==> src/rtl/trace_stream_receiver.sv <==
// trace_stream_receiver: AXI-Stream trace sink with beat FIFO, framing check and saturating statistics
module trace_stream_receiver #(
  parameter int XLEN            = 64,
  parameter int AXI_DATA_WIDTH  = XLEN + 32,
  parameter int FIFO_DEPTH      = 4,
  parameter int STAT_ADDR_WIDTH = 8
)(
  input  logic                       clk,
  input  logic                       rst,
  input  logic                       S_AXIS_tvalid,
  output logic                       S_AXIS_tready,
  input  logic [AXI_DATA_WIDTH-1:0]  S_AXIS_tdata,
  input  logic                       S_AXIS_tlast,
  input  logic [31:0]                tlast_interval,
  output logic                       out_valid,
  input  logic                       out_ready,
  output logic [XLEN-1:0]            out_pc,
  output logic [31:0]                out_instr,
  output logic                       out_last,
  input  logic                       stats_clear,
  input  logic [STAT_ADDR_WIDTH-1:0] stat_addr,
  output logic [63:0]                stat_rdata
);
  localparam int AW = $clog2(FIFO_DEPTH);
  localparam int FW = AW + 1;
  logic [AXI_DATA_WIDTH:0] mem [FIFO_DEPTH];
  logic [AW-1:0] wr_ptr, rd_ptr;
  logic [FW-1:0] fill, fill_next;
  logic push, pop, is_wfi, good, early, missing, stall, wfi_seen;
  logic [31:0] beat_in_frame, pos, frames, early_tlast, missing_tlast, stall_cycles;
  logic [63:0] beats, stat_sel;
  assign push      = S_AXIS_tvalid & S_AXIS_tready;
  assign pop       = out_valid & out_ready;
  assign stall     = S_AXIS_tvalid & ~S_AXIS_tready;
  assign fill_next = fill + FW'(push) - FW'(pop);
  assign out_valid = fill != '0;
  assign {out_last, out_pc, out_instr} = mem[rd_ptr];
  assign is_wfi    = S_AXIS_tdata[31:0] == 32'h0000_0001;
  assign pos       = beat_in_frame + 32'd1;
  assign good      = push & S_AXIS_tlast & (pos == tlast_interval | is_wfi | tlast_interval == '0);
  assign early     = push & S_AXIS_tlast & ~good;
  assign missing   = push & ~S_AXIS_tlast & tlast_interval != '0 & pos == tlast_interval;
  // Beat storage; contents need no reset since fill gates visibility
  always_ff @(posedge clk)
    if (push) mem[wr_ptr] <= {S_AXIS_tlast, S_AXIS_tdata};
  // FIFO pointers, fill and registered ready (drops the cycle the FIFO fills)
  always_ff @(posedge clk) begin
    if (rst) begin
      wr_ptr        <= '0;
      rd_ptr        <= '0;
      fill          <= '0;
      S_AXIS_tready <= 1'b0;
    end else begin
      wr_ptr        <= wr_ptr + AW'(push);
      rd_ptr        <= rd_ptr + AW'(pop);
      fill          <= fill_next;
      S_AXIS_tready <= fill_next < FW'(FIFO_DEPTH);
    end
  end
  // Frame position tracking; tlast or a missing-tlast resync restarts the frame
  always_ff @(posedge clk) begin
    if (rst) beat_in_frame <= '0;
    else if (push) beat_in_frame <= (S_AXIS_tlast | missing) ? '0 : pos;
  end
  // Saturating statistics; clear takes priority over any increment
  always_ff @(posedge clk) begin
    if (rst | stats_clear) begin
      beats         <= '0;
      frames        <= '0;
      early_tlast   <= '0;
      missing_tlast <= '0;
      stall_cycles  <= '0;
      wfi_seen      <= 1'b0;
    end else begin
      beats         <= beats + 64'(push & ~&beats);
      frames        <= frames + 32'((good | early) & ~&frames);
      early_tlast   <= early_tlast + 32'(early & ~&early_tlast);
      missing_tlast <= missing_tlast + 32'(missing & ~&missing_tlast);
      stall_cycles  <= stall_cycles + 32'(stall & ~&stall_cycles);
      wfi_seen      <= wfi_seen | (push & is_wfi);
    end
  end
  // Status mux
  always_comb begin
    stat_sel = stat_addr == STAT_ADDR_WIDTH'(0) ? beats :
               stat_addr == STAT_ADDR_WIDTH'(1) ? {32'b0, frames} :
               stat_addr == STAT_ADDR_WIDTH'(2) ? {32'b0, early_tlast} :
               stat_addr == STAT_ADDR_WIDTH'(3) ? {32'b0, missing_tlast} :
               stat_addr == STAT_ADDR_WIDTH'(4) ? {32'b0, stall_cycles} :
               stat_addr == STAT_ADDR_WIDTH'(5) ? {wfi_seen, {(63-FW){1'b0}}, fill} : 64'b0;
  end
  // Registered status read
  always_ff @(posedge clk) begin
    if (rst) stat_rdata <= '0;
    else stat_rdata <= stat_sel;
  end
endmodule

==> config.mk <==
export PLATFORM = sky130hd
export DESIGN_NAME = trace_stream_receiver
export DESIGN_NICKNAME = d
export VERILOG_FILES = /design/src/rtl/trace_stream_receiver.sv
export SDC_FILE = /design/constraint.sdc
export NUM_CORES = 1
export LEC_CHECK = 0
export BUFFER_PORTS_ARGS = -buffer_cell sky130_fd_sc_hd__buf_4
export CORE_MARGIN = 2
export CORE_UTILIZATION = 45
export CTS_CLUSTER_DIAMETER = 100
export DETAILED_ROUTE_END_ITERATION = 16
export GPL_ROUTABILITY_DRIVEN = 0
export PLACE_DENSITY = 0.74
export REMOVE_ABC_BUFFERS = 1
export SLEW_MARGIN = 20
export SYNTH_ARGS = -nofsm -noshare
export SYNTH_HDL_FRONTEND = slang
export SYNTH_SLANG_ARGS = --single-unit
==> constraint.sdc <==
create_clock -name clk -period 11.95 [get_ports clk]
set_input_delay 1.195 -clock clk [delete_from_list [all_inputs] [get_ports clk]]
set_output_delay 1.195 -clock clk [all_outputs]
set_load 0.005 [all_outputs]
==> impl_results.md <==
- CP required: 12480 ps
- Post-route ant nets: 0
- Vias: 19800
- Post-synthesis instance total: 2255
- Top-area cell type share of the netlist area: 0.409
- First DRT Iteration DRCs: 1975
- Post-synthesis async set-or-reset flop share: 0
- Status: completed
- # IOs: 305
- Via density: 5.76
- Worst-Skew Late Latency: 620 ps
- Synthesized area: 28500 µm²
- Relative slew margins: 0.270
- CTS tree: done
- Die area: 65400 µm²
- Flops & latches, synth: 685
- Max_cap viols: 0
- Largest net degree at the start of global routing: 120
- Filler Cells Inserted: 5114
- RSZ-0062 raised after global routing: false
- Detailed Place HPWL: 48.6 mm
- Non-Filler Instances: 3440
- CTS Buffer Depth: 3
- Congestion Overflow GR: 0
- Layout Area Growth over Synthesis: 19.5%
- Clock skew: 42.0 ps
- Port bufs: 304
- Power per cell area: 170 nW/µm²
- Flop-to-flop setup slack: 6370 ps
- Reg-to-Reg Start: beat_in_frame[0]
- H-tree depth: 3
- Slack of the critical path: 6370 ps
- Tot GR Track Use: 0.220
- Max incr delay on CP: 950 ps
- Final hold vios: 0
- EDFF count, synth: 388
- CP Data Arrival Time: 6110 ps
- CP Launch Type: flop
- Clock root cell: clkbuf_16
- Max frequency: 0.179 GHz
- HP Start: beats[61]
- Hold EP: stat_rdata[61]
- Initial Utilization: 0.454
- Initial antenna violation count: 5
- Hold Path Stages: 1
- Slowest CP cell: nor4_2
- Drt pass-1 iters: 6
- Placeable Area: 62900 µm²
- Top cells by area, synth: edfxtp_1 41%, dfxtp_1 21%, mux4_2 7.7%
- Mean Syn Cell Area: 12.6 µm²
- Slew Limit Fails: 0
- VDD IR max: 0.108 mV
- Drt wl/cell: 21.3 µm
- Most frequent cells after synthesis: 388 x edfxtp_1, 297 x dfxtp_1, 255 x nor2_1, 132 x nand2_1, 116 x xor2_1
- CP Max Fanout: 16
- Setup total negative slack: 0 ps
- Worst setup EP type: flop
- DRC: 0
- Die width: 256 µm
- Final Power: 0.00580 W
- Crit path time final: 5580 ps
- Hold_ws: 488 ps
- # setup viols final: 0
- Chip height: 256 µm
- Vias in the first global route: 19800
- RR Endpoint: missing_tlast[26]
- Cts bufs inserted: 72
- Final net count: 2694
- Register area share after synthesis: 0.617
- Worst path cell trace: ha_1 > nand3_1 > nor4_2 > nand3_1 > a32oi_1 > nand4_1 > nor2_1 > nand3_1 > a211oi_1 > ha_1 > ha_1 > nand2_1 > nor2_1 > nand2_1 > or3_1 > a21oi_1
- First-pass GRT wire length: 113 mm
- Setup Fix Bufs, Post-CTS: 0
- Synthesis warning total: 0
- Worst hold path class: flop to flop
- Cell with the most instances after synthesis: edfxtp_1
- Placed Cells incl. Taps: 3308
- Worst-margin pin slew: 1080 ps
- Routed wire length: 73.1 mm
- Share of post-route cells with drive strength above 1: 0.220
- Fin crit share: 0.467
- Site Rows: 92
- CTS clk-pin slew, worst paths: 60 ps
- CTS sink cnt: 685
- CTS Hold Bufs: 0
- Kind of critical path: flop to flop
- Pleak: 11.4 nW
- Post_cts resized: 0
- R2r worst-path depth: 16
- Yosys top cell by area: edfxtp_1
- Ys flop type: edfxtp_1
- Placement Setup Slack: 6510 ps
- Count of cell types in the netlist: 68
[stage by stage]
stage	util	instance area [µm²]
finish	0.542	34100
global route	0.542	34100
CTS	0.542	34100
detailed placement	0.502	31600
global placement	0.502	31600
floorplan	-	28000
[registers in the layout, indices dropped and copies added, names as in the netlist]
signal,flops
fill,3
early_tlast,32
beat_in_frame,32
mem,388
rd_ptr,2
missing_tlast,32
S_AXIS_tready,1
beats,64
stat_rdata,64
frames,32
wfi_seen,1
stall_cycles,32
wr_ptr,2
[cells in the final DEF (no fill, tap or decap), types with 8 or more instances in the layout]
| cell | count |
|---|---|
| a222oi_1 | 11 |
| a31oi_1 | 25 |
| a22o_1 | 16 |
| nand2_1 | 132 |
| inv_1 | 32 |
| nor2b_1 | 16 |
| clkinv_1 | 12 |
| mux2i_1 | 11 |
| nand4_1 | 70 |
| clkbuf_1 | 15 |
| o211ai_1 | 9 |
| or2_2 | 9 |
| and4_1 | 23 |
| and3_1 | 28 |
| ha_1 | 15 |
| edfxtp_1 | 388 |
| buf_4 | 324 |
| or4_1 | 8 |
| a211oi_1 | 21 |
| dfxtp_1 | 295 |
| o22ai_1 | 11 |
| a22oi_1 | 22 |
| bufinv_16 | 11 |
| nor4_1 | 39 |
| mux4_2 | 97 |
| a21oi_1 | 59 |
| xnor2_1 | 76 |
| nand2b_1 | 10 |
| and2_1 | 56 |
| nor2_1 | 253 |
| or3_1 | 40 |
| clkbuf_16 | 73 |
| nand3_1 | 95 |
| mux2_2 | 11 |
| xor2_1 | 116 |
| nor3_1 | 27 |
| o21ai_0 | 43 |
[cell type report]
type,instances,area (µm²),share of cell area
sequential,685,17600,0.517
multi-input combinational,1418,10300,0.303
timing repair buffer,326,2450,0.0720
clock inverter,38,551,0.0162
inverter,33,124,0.00364
tap,846,1060,0.0311
clock buffer,93,1950,0.0573
antenna,1,2.50,0.0000734
[cells by family (layout without fill, tap and decap cells)]
family                   count (synthesis)  after routing  synth area share
multiplexers                           119            119            0.0848
buffers and inverters                  152            490            0.0219
AO/OA/AOI/OAI                          249            249            0.0582
AND/OR/NAND/NOR                        842            842             0.151
other                                    0              1                 0
flip-flops                             685            685             0.617
adder cells (fa/ha/maj)                 16             16           0.00729
XOR/XNOR                               192            192            0.0590
[power breakdown]
part | switching, W | internal, W | total (W)
registers | 0.0000352 | 0.00258 | 0.00262
logic | 0.000398 | 0.000450 | 0.000848
clock network | 0.000932 | 0.00141 | 0.00234
total | 0.00136 | 0.00444 | 0.00580
[how the worst max path moves through the flow]
stage / startpoint / to / slack (ps) / cells after the start
6_report: beat_in_frame[0] / missing_tlast[26] / 6370 / 16
5_1_grt: beat_in_frame[0] / missing_tlast[26] / 5900 / 16
4_1_cts: beat_in_frame[0] / missing_tlast[26] / 6470 / 16
3_5_place_dp: beat_in_frame[0] / missing_tlast[26] / 6510 / 16
3_3_place_gp: beat_in_frame[0] / missing_tlast[26] / 6760 / 16
2_1_floorplan: S_AXIS_tvalid / mem[1][0] / 2810 / 2
[per-layer routing]
layer / wire, µm / part of all wire / vias to the layer above / global-route usage
met1: 28600 / 0.39 / 9757 / 0.275
li1: - / - / 8985 / -
met2: 36600 / 0.50 / 885 / 0.378
met5: 39 / 0.00053 / - / 0
met4: 2370 / 0.032 / 6 / 0.0825
met3: 5570 / 0.076 / 174 / 0.0422
[critical path: cells and delay by family, from the launching register on]
family	cells	cell delay [ps]
fa+ha+maj	3	880
flops	1	510
compound gates	3	700
simple gates	10	3430
Power figures use the tool's default switching activity.
